[src/rtl/posit_stft_pkg.sv]
// Shared definitions for the posit STFT frame controller.
// Holds the FFT size, the default posit word width, the controller state
// type and a few posit constants used by tests and neighbouring blocks.
// Optional feature macro used by the top: STFT_FRAME_CNT_EN.
package posit_stft_pkg;

    localparam int NPT        = 4;   // FFT points per frame
    localparam int DEFAULT_DW = 32;  // default posit width per component

    typedef enum logic [1:0] {
        ST_FILL  = 2'd0,  // collecting samples into the frame buffer
        ST_ISSUE = 2'd1,  // frame presented to the datapath
        ST_HOLD  = 2'd2   // spectrum held until the consumer takes it
    } stft_state_t;

    localparam logic [31:0] POSIT_ONE  = 32'h4000_0000;
    localparam logic [31:0] POSIT_ZERO = 32'h0000_0000;

    // Fill level left in the buffer after sliding the window by hop samples.
    // A hop of a whole frame empties the buffer.
    function automatic logic [1:0] refill_cnt(input int hop);
        int left;
        left = (hop >= NPT) ? 0 : (NPT - hop);
        return 2'(left);
    endfunction

endpackage

[src/rtl/posit_stft_frame_buf.sv]
// Four-slot complex sample buffer for the STFT frame controller.
// Slot i occupies bits [i*DW +: DW] of x_re/x_im; slot 0 is the oldest.
// Ports:
//   clk, rst_n       clock, asynchronous active-low reset (clears all slots)
//   wr_en, wr_idx    write the sample wr_re/wr_im into slot wr_idx
//   shift_en         slide the window: slot i takes slot i+HOP, the vacated
//                    upper slots are zero-filled (takes priority over writes)
//   x_re, x_im       whole buffer, always visible
module posit_stft_frame_buf
    import posit_stft_pkg::*;
#(
    parameter int DW  = DEFAULT_DW,
    parameter int HOP = 2
) (
    input  logic              clk,
    input  logic              rst_n,
    input  logic              wr_en,
    input  logic [1:0]        wr_idx,
    input  logic [DW-1:0]     wr_re,
    input  logic [DW-1:0]     wr_im,
    input  logic              shift_en,
    output logic [NPT*DW-1:0] x_re,
    output logic [NPT*DW-1:0] x_im
);

    // A right shift of the packed buffer by HOP slots implements
    // x[i] <= x[i+HOP] and zero-fills the slots that fall off the top,
    // keeping the don't-care slots deterministic.
    localparam int SHIFT_BITS = HOP * DW;

    logic [NPT*DW-1:0] slots_re;
    logic [NPT*DW-1:0] slots_im;
    logic [NPT-1:0]    wr_sel;

    for (genvar gi = 0; gi < NPT; gi++) begin : g_wr_sel
        assign wr_sel[gi] = wr_en && (wr_idx == 2'(gi));
    end

    always_ff @(posedge clk or negedge rst_n) begin
        if (!rst_n) begin
            slots_re <= '0;
            slots_im <= '0;
        end else if (shift_en) begin
            slots_re <= slots_re >> SHIFT_BITS;
            slots_im <= slots_im >> SHIFT_BITS;
        end else begin
            for (int i = 0; i < NPT; i++) begin
                if (wr_sel[i]) begin
                    slots_re[i*DW +: DW] <= wr_re;
                    slots_im[i*DW +: DW] <= wr_im;
                end
            end
        end
    end

    assign x_re = slots_re;
    assign x_im = slots_im;

endmodule

[src/rtl/posit_stft_frame_ctrl.sv]
// Frame controller in front of an external 4-point posit FFT datapath.
// Collects complex samples into a sliding 4-sample window, strobes the
// datapath with each full window, captures the spectrum and holds it on a
// valid/ready output. After each frame the window slides by HOP samples.
// Ports:
//   clk, rst_n                     clock, asynchronous active-low reset
//   s_valid/s_ready, s_re/s_im     sample input handshake and data
//   flush                          discard the partially filled frame
//   fft_valid_in, fft_x_re/im      frame strobe and data to the datapath
//   fft_valid_out, fft_y_re/im     datapath result
//   m_valid/m_ready, m_re/m_im     registered spectrum output handshake
//   frame_cnt                      frames delivered, wraps at 16 bits
//                                  (present only with STFT_FRAME_CNT_EN)
// The datapath is purely external; this block does no arithmetic on data.
module posit_stft_frame_ctrl
    import posit_stft_pkg::*;
#(
    parameter int DW  = DEFAULT_DW,
    parameter int HOP = 2
) (
    input  logic              clk,
    input  logic              rst_n,
    input  logic              s_valid,
    output logic              s_ready,
    input  logic [DW-1:0]     s_re,
    input  logic [DW-1:0]     s_im,
    input  logic              flush,
    output logic              fft_valid_in,
    output logic [4*DW-1:0]   fft_x_re,
    output logic [4*DW-1:0]   fft_x_im,
    input  logic              fft_valid_out,
    input  logic [4*DW-1:0]   fft_y_re,
    input  logic [4*DW-1:0]   fft_y_im,
    output logic              m_valid,
    input  logic              m_ready,
    output logic [4*DW-1:0]   m_re,
    output logic [4*DW-1:0]   m_im
`ifdef STFT_FRAME_CNT_EN
    ,
    output logic [15:0]       frame_cnt
`endif
);

    // Legal hops are 1..NPT; anything outside is clamped into range.
    localparam int         HOP_C  = (HOP < 1) ? 1 : ((HOP > NPT) ? NPT : HOP);
    localparam logic [1:0] REFILL = refill_cnt(HOP_C);

    stft_state_t state;
    stft_state_t state_next;
    logic [1:0]  cnt;
    logic [1:0]  cnt_next;
    logic        buf_wr;
    logic        buf_shift;
    logic        capture;

    posit_stft_frame_buf #(
        .DW  (DW),
        .HOP (HOP_C)
    ) u_buf (
        .clk      (clk),
        .rst_n    (rst_n),
        .wr_en    (buf_wr),
        .wr_idx   (cnt),
        .wr_re    (s_re),
        .wr_im    (s_im),
        .shift_en (buf_shift),
        .x_re     (fft_x_re),
        .x_im     (fft_x_im)
    );

    always_ff @(posedge clk or negedge rst_n) begin
        if (!rst_n) begin
            state <= ST_FILL;
            cnt   <= 2'd0;
        end else begin
            state <= state_next;
            cnt   <= cnt_next;
        end
    end

    always_comb begin
        state_next   = state;
        cnt_next     = cnt;
        s_ready      = 1'b0;
        fft_valid_in = 1'b0;
        m_valid      = 1'b0;
        buf_wr       = 1'b0;
        buf_shift    = 1'b0;
        capture      = 1'b0;
        case (state)
            ST_FILL: begin
                // flush wins over a simultaneous sample: nothing is taken
                s_ready = !flush;
                if (flush) begin
                    cnt_next = 2'd0;
                end else if (s_valid) begin
                    buf_wr   = 1'b1;
                    cnt_next = cnt + 2'd1;
                    if (cnt == 2'd3) begin
                        state_next = ST_ISSUE;
                    end
                end
            end
            ST_ISSUE: begin
                fft_valid_in = 1'b1;
                if (fft_valid_out) begin
                    capture    = 1'b1;
                    state_next = ST_HOLD;
                end
            end
            ST_HOLD: begin
                m_valid = 1'b1;
                if (m_ready) begin
                    buf_shift  = 1'b1;
                    cnt_next   = REFILL;
                    state_next = ST_FILL;
                end
            end
            default: begin
                state_next = ST_FILL;
                cnt_next   = 2'd0;
            end
        endcase
    end

    always_ff @(posedge clk or negedge rst_n) begin
        if (!rst_n) begin
            m_re <= '0;
            m_im <= '0;
        end else if (capture) begin
            m_re <= fft_y_re;
            m_im <= fft_y_im;
        end
    end

`ifdef STFT_FRAME_CNT_EN
    always_ff @(posedge clk or negedge rst_n) begin
        if (!rst_n) begin
            frame_cnt <= 16'h0000;
        end else if (m_valid && m_ready) begin
            frame_cnt <= frame_cnt + 16'h0001;
        end
    end
`endif

endmodule

[config.mk]
export PLATFORM = sky130hd
export DESIGN_NAME = posit_stft_frame_ctrl
export DESIGN_NICKNAME = d
export VERILOG_FILES = /design/src/rtl/posit_stft_pkg.sv /design/src/rtl/posit_stft_frame_buf.sv /design/src/rtl/posit_stft_frame_ctrl.sv
export SDC_FILE = /design/constraint.sdc
export NUM_CORES = 1
export LEC_CHECK = 0
export ABC_CLOCK_PERIOD_IN_PS = 1800
export CAP_MARGIN = 25
export CORE_AREA = 4 4 321 323
export DETAILED_ROUTE_END_ITERATION = 16
export DIE_AREA = 0 0 325 327
export GPL_ROUTABILITY_DRIVEN = 1
export GPL_TIMING_DRIVEN = 0
export PLACE_DENSITY_LB_ADDON = 0.3
export SLEW_MARGIN = 15
export SYNTH_ARGS = -nofsm -noshare
export SYNTH_HDL_FRONTEND = slang
export SYNTH_SLANG_ARGS = --single-unit
[constraint.sdc]
create_clock -name clk -period 1.8 [get_ports clk]
set_clock_uncertainty 0.15 [all_clocks]
set_input_delay 0.27 -clock clk [delete_from_list [all_inputs] [get_ports clk]]
set_output_delay 0.27 -clock clk [all_outputs]
set_load 0.02 [all_outputs]
# Word level (Yosys, flattened, before mapping)
# Cells that the tools add are included.
[classes] n_addsub=1 eq_ne=11 muxes=30 bitwise_logic=1 reduce_logical=13
[op_table] operator="$mux 128" n=2
[op_table] operator="$mux 32" n=8
[op_table] operator="$mux 2" n=8
[op_table] operator="$pmux 2 s3" n=2
[op_table] operator="$mux 1" n=10
[op_table] operator="$ne 2x2->1 const B" n=5
[op_table] operator="$reduce_bool 2->1" n=4
[op_table] operator="$eq 2x2->1 const B" n=3
[op_table] operator="$reduce_and 5->1" n=1
[op_table] operator="$eq 2x1->1 const B" n=2
[op_table] operator="$logic_and 1x1->1" n=4
[op_table] operator="$logic_not 2->1" n=2
[op_table] operator="$ne 3x3->1 const B" n=1
[op_table] operator="$reduce_and 3->1" n=1
[op_table] operator="$add 2x1->2 const B" n=1
[op_table] operator="$logic_not 1->1" n=1
[op_table] operator="$not 1->1" n=1
[totals] regBits=516 in_bits=326 out_inout_bits=515 elab_cells=68

# Logic depth before layout (Yosys ltp)
# Gate-level depths: netlist of the first run.
[depth] word_depth=6 mapped_depth=7 depth_no_buf=5

# Modules after synthesis
# From an unflattened synthesis of the first run, not the netlist that was laid out.
[hier_totals] hier_cells=1738 area_unflattened_um2=22684.3
[modules_own_cells] mod="posit_stft_frame_buf" instances=1 cells_per_inst=1172 area_each_um2=11940.2
[modules_own_cells] mod="posit_stft_frame_ctrl" instances=1 cells_per_inst=566 area_each_um2=10744.1

# Worst setup path after synthesis of the first run
# OpenSTA, ideal clock, no wires.
[synth_path] path_kind="register to register" start="reg cnt[0]" end="reg u_buf.slots_im[0], in the netlist u_buf.x_im[0]" setup_time_ps=125 arrival_ps=1632 setup_slack_ps=-107 path_stages_with_launch=7 n_path_buf=1 synth_period_minus_slack_ps=1907 cell_sequence="dfrtp_1 -> inv_1 -> ha_1 -> nand4bb_1 -> a21oi_4 -> buf_6 -> mux2_4"
[synth_between] elab_chain_len=3
[synth_lines] item="from (decl)" line_no="posit_stft_frame_ctrl.sv:50" source="logic [1:0] cnt;"
[synth_lines] item="from (signal assigned)" line_no="posit_stft_frame_ctrl.sv:77" source="cnt <= cnt_next;"
[synth_lines] item="$logic_not 2->1" line_no="posit_stft_frame_buf.sv:36" source="assign wr_sel[gi] = wr_en && (wr_idx == 2'(gi));"
[synth_lines] item="$logic_and 1x1->1" line_no="posit_stft_frame_buf.sv:36"
[synth_lines] item="$reduce_bool 2->1 (no line)"
[synth_lines] item="to (signal assigned)" line_no="posit_stft_frame_buf.sv:45" source="slots_im <= slots_im >> SHIFT_BITS;"
[synth_lines] item="to (signal, indexed assignment)" line_no="posit_stft_frame_buf.sv:50" source="slots_im[i*DW +: DW] <= wr_im;"
[synth_lines] item="to (decl)" line_no="posit_stft_frame_buf.sv:32" source="logic [NPT*DW-1:0] slots_im;"
# Every way passes these cells.
# A chain may end at the register's enable or synchronous reset.

# Worst setup path in the final report of the first run
[layout_path] start="reg state[1]" end="reg u_buf.slots_im[119], in the netlist u_buf.x_im[119]"
[layout_between] elab_chain_len=4
[layout_lines] item="from (decl)" line_no="posit_stft_frame_ctrl.sv:48" source="stft_state_t state;"
[layout_lines] item="from (signal assigned)" line_no="posit_stft_frame_ctrl.sv:76" source="state <= state_next;"
[layout_lines] item="$logic_not 2->1" line_no="posit_stft_frame_ctrl.sv:90" source="case (state)"
[layout_lines] item="$mux 1" line_no="posit_stft_frame_ctrl.sv:90"
[layout_lines] item="$logic_and 1x1->1" line_no="posit_stft_frame_buf.sv:36"
[layout_lines] item="$reduce_bool 2->1 (no line)"
# Several ways; a longest one is shown, not always the timed one.

==> results.sh, run 1 <==
export IMPL_track_usage=0.180
export IMPL_dp_cells=3715
export IMPL_synth_nets=1902
export IMPL_numCtsBuffers=61
export IMPL_finalHoldViolations=224
export IMPL_fin_util=0.394
export IMPL_critical_path_arrival_ns=2.57
export IMPL_drtAntennaViolNets=0
export IMPL_root_buffer="clkbuf_16"
export IMPL_critPathLaunchType="flip-flop"
export IMPL_routedWlPerCell_um=26.7
export IMPL_r2r_start="state[1]$_DFFE_PN0P_"
export IMPL_hpwlAfterDp_um=74400
export IMPL_synthCells=1572
export IMPL_yosysMostFrequentCell="dfrtp_1"
export IMPL_netlist_area_mm2=0.0220
export IMPL_clock_fmax_mhz=465
export IMPL_synth_top_cell_by_area="dfrtp_1"
export IMPL_internal_power_mw=39.5
export IMPL_ios=841
export IMPL_clkSlewWorstSetupHoldPaths_ns=0.06
export IMPL_ir_worst_vdd_uv=941
export IMPL_path_max_fanout=5
export IMPL_synth_edf_count=0
export IMPL_synthArstFlopShare=1.00
export IMPL_ys_warn_count=0
export IMPL_period_share=1.20
export IMPL_die_w_um=325
export IMPL_finalPower_mw=65.1
export IMPL_timing_hold_ws_ns=-0.253
export IMPL_drive_gt1_frac=0.427
export IMPL_synth_area_per_cell_um2=14.0
export IMPL_grt_pass1_vias=19173
export IMPL_vias_per_cell=4.56
export IMPL_start_util=0.220
export IMPL_setup_ws_ns=-0.352
export IMPL_cts_path_max_buffers=3
export IMPL_gr_total_overflow=0
export IMPL_violations="hold timing, setup timing"
export IMPL_cp_data_required_time_ns=2.21
export IMPL_grt_setup_unrepaired="yes"
export IMPL_io_buffers=840
export IMPL_die_area_mm2=0.106
export IMPL_drc=0
export IMPL_cts_max_level=2
export IMPL_ys_types=31
export IMPL_ys_top_cells_by_count="dfrtp_1 (516), mux2_2 (416), a21oi_1 (130), nand3_1 (128), o21ai_0 (128)"
export IMPL_clkSinkCount=516
export IMPL_wl_um=105000
export IMPL_drt_pass1_iter_count=5
export IMPL_nets=2927
export IMPL_tritoncts="done"
export IMPL_antenna_found_initial=8
export IMPL_post_route_min_period_ns=2.15
export IMPL_core_area_mm2=0.0999
export IMPL_p_seq_frac=0.329
export IMPL_syn_to_final_growth_pct=79.1
export IMPL_clk_latency_ns=0.64
export IMPL_drtIter0Drc=1082
export IMPL_worstHoldPathType="primary input to async pin"
export IMPL_pre_cts_ws_ns=-1.06
export IMPL_clockPowerShare=0.194
export IMPL_synth_seq_area_share=0.587
export IMPL_status="complete, but fails checks"
export IMPL_max_slew_margin_rel=0.541
export IMPL_crit_type="flip-flop to flip-flop"
export IMPL_grt_max_degree=103
export IMPL_grt_pass1_wl_um=143000
export IMPL_power_density_mw_per_mm2=1650
export IMPL_p_leak_nw=19.8
export IMPL_ys_seq_elements=516
export IMPL_vias=18003
export IMPL_tightest_slew_ns=0.686
export IMPL_die_y_um=327
export IMPL_sw_frac_of_total=0.394
export IMPL_synth_top_cell_area_share=0.587
export IMPL_instances_no_fill=3949
export IMPL_setup_violations=675
export IMPL_synthTopCellsByArea="dfrtp_1 (59%), mux2_2 (21%), mux2_4 (4.1%)"
export IMPL_synth_ff_type="dfrtp_1"
export IMPL_gp_congestion=0.836
export IMPL_rows=116
export IMPL_fin_setup_tns_ns=-125.28
export IMPL_cap_violations=0
export IMPL_p_switching_mw=25.7
export IMPL_comb_power_share=0.477
export IMPL_fill_cells=9328
export IMPL_drv_slew=0
export IMPL_crit_start="state[1]$_DFFE_PN0P_"
export IMPL_crit_path_end_kind="flip-flop"
worst max-delay path: stages, from the launching register on:
cell and delay (ns):
dfrtp_1 0.43, buf_6 0.15, buf_6 0.11, nor4b_4 0.39, buf_6 0.23, buf_12 0.16, clkbuf_16 0.18, nand3_2 0.09
a21oi_2 0.17
metal layers:
layer  part of all wire  wire, um  global-route usage  vias up
li1                   -         -                   -     7766
met1               0.41     43400               0.222     9404
met2               0.50     52400               0.311      683
met3              0.063      6590              0.0462      150
met4              0.028      2920              0.0558        0
met5                  0         0                   0        -
cells in the final DEF (no fill, tap or decap), types with 13 or more instances in the layout:
cell type / instances
a21oi_1: 60
buf_8: 18
dlymetal6s2s_1: 246
a21oi_2: 70
buf_4: 23
clkbuf_1: 13
clkbuf_16: 104
buf_6: 39
clkbuf_2: 16
nand3_1: 68
clkbuf_4: 14
o21ai_0: 20
nand3_4: 18
dfrtp_1: 516
o21ai_2: 56
mux2_2: 299
dlygate4sd2_1: 194
mux2_4: 209
buf_16: 22
clkdlybuf4s50_1: 324
clkdlybuf4s15_2: 60
buf_12: 62
o21ai_1: 47
nand3_2: 42
clkbuf_8: 27
metrics by stage:
stage          area [um2]  hold slack, ns
2_1_floorplan       22000          -0.176
3_3_place_gp        32000           0.326
3_5_place_dp        32200          0.0405
4_1_cts             36500          -0.443
5_1_grt             39400          -0.267
6_report            39400          -0.253
flip-flops by register name (all words and copies together), names as in the netlist:
signal and flops:
m_im 128, state 2, cnt 2, u_buf.x_im 128, u_buf.x_re 128, m_re 128
power by group through the flow:
stage	Combinational [mW]	Sequential (mW)	Clock (mW)
after global routing	32.5	22.1	13.4
after floorplan	6.87	27.5	0
final	31.0	21.4	12.6
after CTS	30.2	21.3	13.0
after global placement	30.3	21.3	0
after detailed placement	30.5	21.4	0
final timing paths:
check,slack [ns],depth (start not counted),to
worst max-delay path,-0.35,8,u_buf.x_im[119]$_DFFE_PN0P_
worst min-delay path,-0.25,5,u_buf.x_im[20]$_DFFE_PN0P_
worst max register to register,-0.35,8,u_buf.x_im[119]$_DFFE_PN0P_
worst min register to register,0.34,1,m_re[34]$_DFFE_PN0P_
max in group asynchronous,0.26,7,m_im[124]$_DFFE_PN0P_
min in group clk,0.08,2,m_im[99]$_DFFE_PN0P_
final cells by class:
| cell class | count | area, um2 | area share |
|---|---|---|---|
| plain buffers | 121 | 1770 | 0.0450 |
| clock inverters | 17 | 204 | 0.00518 |
| inverters | 6 | 23.8 | 0.000604 |
| multi-input cells | 925 | 9820 | 0.249 |
| diodes | 7 | 17.5 | 0.000445 |
| well taps | 1298 | 1620 | 0.0412 |
| flip-flops and latches | 516 | 12900 | 0.328 |
| repair buffers | 966 | 11200 | 0.284 |
| clock buffers | 93 | 1840 | 0.0466 |
kinds of logic after synthesis:
kind of cell             synth area share
flip-flops                          0.587
multiplexers                        0.273
AO/OA/AOI/OAI                      0.0617
AND/OR/NAND/NOR                    0.0338
buffers and inverters              0.0414
adder cells (fa/ha/maj)           0.00228
what timing repair did:
| item | in CTS | in global routing |
|---|---|---|
| endpoints found under the setup margin | 1028 | 1055 |
| buffers inserted | 41 | 18 |
| gates cloned | 33 | 29 |
| endpoints found under the hold margin | 228 | 42 |
| pin swaps | 60 | 52 |
| gates resized for setup | 879 | 651 |
| hold buffers | 7 | 1 |
(Power assumes the default switching activity.)
==> run 2, diff against run 1 <==
- MAX_ROUTING_LAYER: not set -> met4
==> run 2 against run 1 <==
  * The run still ends with hold timing, setup timing left
  * Largest power group unchanged
  * Flip-flop and latch count unchanged
  * Fmax increased by 1.5%
  * Power increased by 1.1%
  * Combinational power increased by 2%
  * Global-route usage increased by 0.54 points
  * Final cell count increased by 0.43%
  * Via count increased by 1.3%
  * Critical endpoint is now u_buf.x_im[62]$_DFFE_PN0P_
  * Critical path type unchanged
  * Register-to-register slack improved by 0.03 ns
==> results.sh, run 2 (synthesis gave the netlist of run 1 again) <==
export IMPL_vias=18244
export IMPL_syn_to_final_growth_pct=83.8
export IMPL_gr_total_overflow=0
export IMPL_tritoncts="done"
export IMPL_cp_common_cell="buf_12"
export IMPL_start_util=0.220
export IMPL_cts_path_max_buffers=3
export IMPL_die_y_um=327
export IMPL_timing_hold_ws_ns=-0.254
export IMPL_crit_chain="and3b_2, buf_12, buf_12, buf_12, mux2_2, mux2_2"
export IMPL_core_area_mm2=0.0999
export IMPL_gp_congestion=0.850
export IMPL_setup_ws_ns=-0.321
export IMPL_worstHoldPathType="primary input to async pin"
export IMPL_drc=0
export IMPL_cts_max_level=2
export IMPL_tightest_slew_ns=0.672
export IMPL_wl_um=108000
export IMPL_clkSlewWorstSetupHoldPaths_ns=0.06
export IMPL_p_leak_nw=20.2
export IMPL_crit_type="flip-flop to flip-flop"
export IMPL_status="complete, but fails checks"
export IMPL_vias_per_cell=4.60
export IMPL_grt_pass1_wl_um=143000
export IMPL_power_density_mw_per_mm2=1630
export IMPL_clkSinkCount=516
export IMPL_nets=2946
export IMPL_drt_pass1_iter_count=9
export IMPL_root_buffer="clkbuf_16"
export IMPL_grt_setup_unrepaired="yes"
export IMPL_ios=841
export IMPL_post_route_min_period_ns=2.12
export IMPL_ir_worst_vdd_uv=941
export IMPL_finalHoldViolations=224
export IMPL_hpwlAfterDp_um=74400
export IMPL_drtAntennaViolNets=0
export IMPL_slowest_delay_ns=0.42
export IMPL_period_share=1.18
export IMPL_crit_slowest_cell="dfrtp_1"
export IMPL_cp_data_required_time_ns=2.17
export IMPL_path_max_fanout=10
export IMPL_clk_latency_ns=0.65
export IMPL_drive_gt1_frac=0.456
export IMPL_die_w_um=325
export IMPL_critPathLaunchType="flip-flop"
export IMPL_clock_fmax_mhz=471
export IMPL_antenna_found_initial=6
export IMPL_violations="hold timing, setup timing"
export IMPL_grt_pass1_vias=19184
export IMPL_critical_path_arrival_ns=2.49
export IMPL_cap_violations=0
export IMPL_io_buffers=840
export IMPL_grt_max_degree=103
export IMPL_setup_violations=678
export IMPL_max_slew_margin_rel=0.551
export IMPL_drv_slew=0
export IMPL_die_area_mm2=0.106
export IMPL_drtIter0Drc=1205
export IMPL_final_cell_mix="dfrtp_1 (514), clkdlybuf4s50_1 (324), mux2_2 (276)"
export IMPL_fin_setup_tns_ns=-123.83
export IMPL_numCtsBuffers=61
export IMPL_track_usage=0.186
export IMPL_mostFrequentLayoutCell="dfrtp_1"
export IMPL_routedWlPerCell_um=27.2
export IMPL_crit_path_end_kind="flip-flop"
export IMPL_rows=116
export IMPL_r2r_slack_ns=-0.32
==> run 2: stage by stage <==
step	util	setup slack, ns	instance area [um2]	instances	total power, mW
floorplan	-	-0.0775	22000	1572	34.4
global route	0.405	-0.362	40400	3965	68.7
finish	0.405	-0.321	40400	3966	65.9
CTS	0.366	-0.339	36500	3906	64.6
detailed placement	0.322	-1.06	32200	3715	51.9
global placement	0.321	-23.19	32000	3710	51.6
==> run 2: worst max-delay path, delay by kind of cell, from the launching register on <==
| kind | cells | cell delay, ns |
|---|---|---|
| flip-flops | 1 | 0.42 |
| buffers and inverters | 3 | 0.46 |
| AND/OR/NAND/NOR | 1 | 0.29 |
| multiplexers | 2 | 0.65 |
==> run 2: layout make-up <==
| class | count | area [um2] |
|---|---|---|
| diodes | 5 | 12.5 |
| plain buffers | 120 | 1840 |
| inverters | 6 | 23.8 |
| repair buffers | 986 | 11700 |
| multi-input cells | 925 | 10300 |
| clock inverters | 17 | 204 |
| clock buffers | 93 | 1840 |
| well taps | 1298 | 1620 |
| flip-flops and latches | 516 | 12900 |
| fillers | 9235 | 59400 |
==> run 2: path summary, 6_finish.rpt <==
kind | to | from | cells past startpoint
min in group clk | m_re[16]$_DFFE_PN0P_ | fft_y_re[16] | 2
worst min register to register | m_im[120]$_DFFE_PN0P_ | m_im[120]$_DFFE_PN0P_ | 1
worst max-delay path | u_buf.x_im[62]$_DFFE_PN0P_ | state[0]$_DFFE_PN0P_ | 6
worst min-delay path | u_buf.x_im[20]$_DFFE_PN0P_ | rst_n | 5
worst max register to register | u_buf.x_im[62]$_DFFE_PN0P_ | state[0]$_DFFE_PN0P_ | 6
max in group asynchronous | m_im[124]$_DFFE_PN0P_ | rst_n | 7
==> run 2: per-layer routing <==
| metal | vias up | share of wire | track usage |
|---|---|---|---|
| met3 | 161 | 0.067 | 0.0472 |
| met5 | - | 0 | - |
| met2 | 689 | 0.49 | 0.313 |
| met1 | 9580 | 0.41 | 0.221 |
| met4 | 0 | 0.028 | 0.0522 |
| li1 | 7814 | - | - |
==> run 2: timing repair <==
item                                     CTS  global route
endpoints found under the hold margin    228            42
buffers inserted                          41            20
hold buffers                               7             1
resized for setup                        879           805
cloned                                    33            48
endpoints found under the setup margin  1028          1054
pin swaps                                 60            99
==> run 2: power breakdown <==
group | leakage (nW) | switching (mW) | total, mW | internal [mW]
registers | 6.47 | 4.13 | 21.5 | 17.4
clock network | 0.994 | 5.23 | 12.7 | 7.43
logic | 12.7 | 16.6 | 31.7 | 15.0
total | 20.2 | 26.0 | 65.9 | 39.8
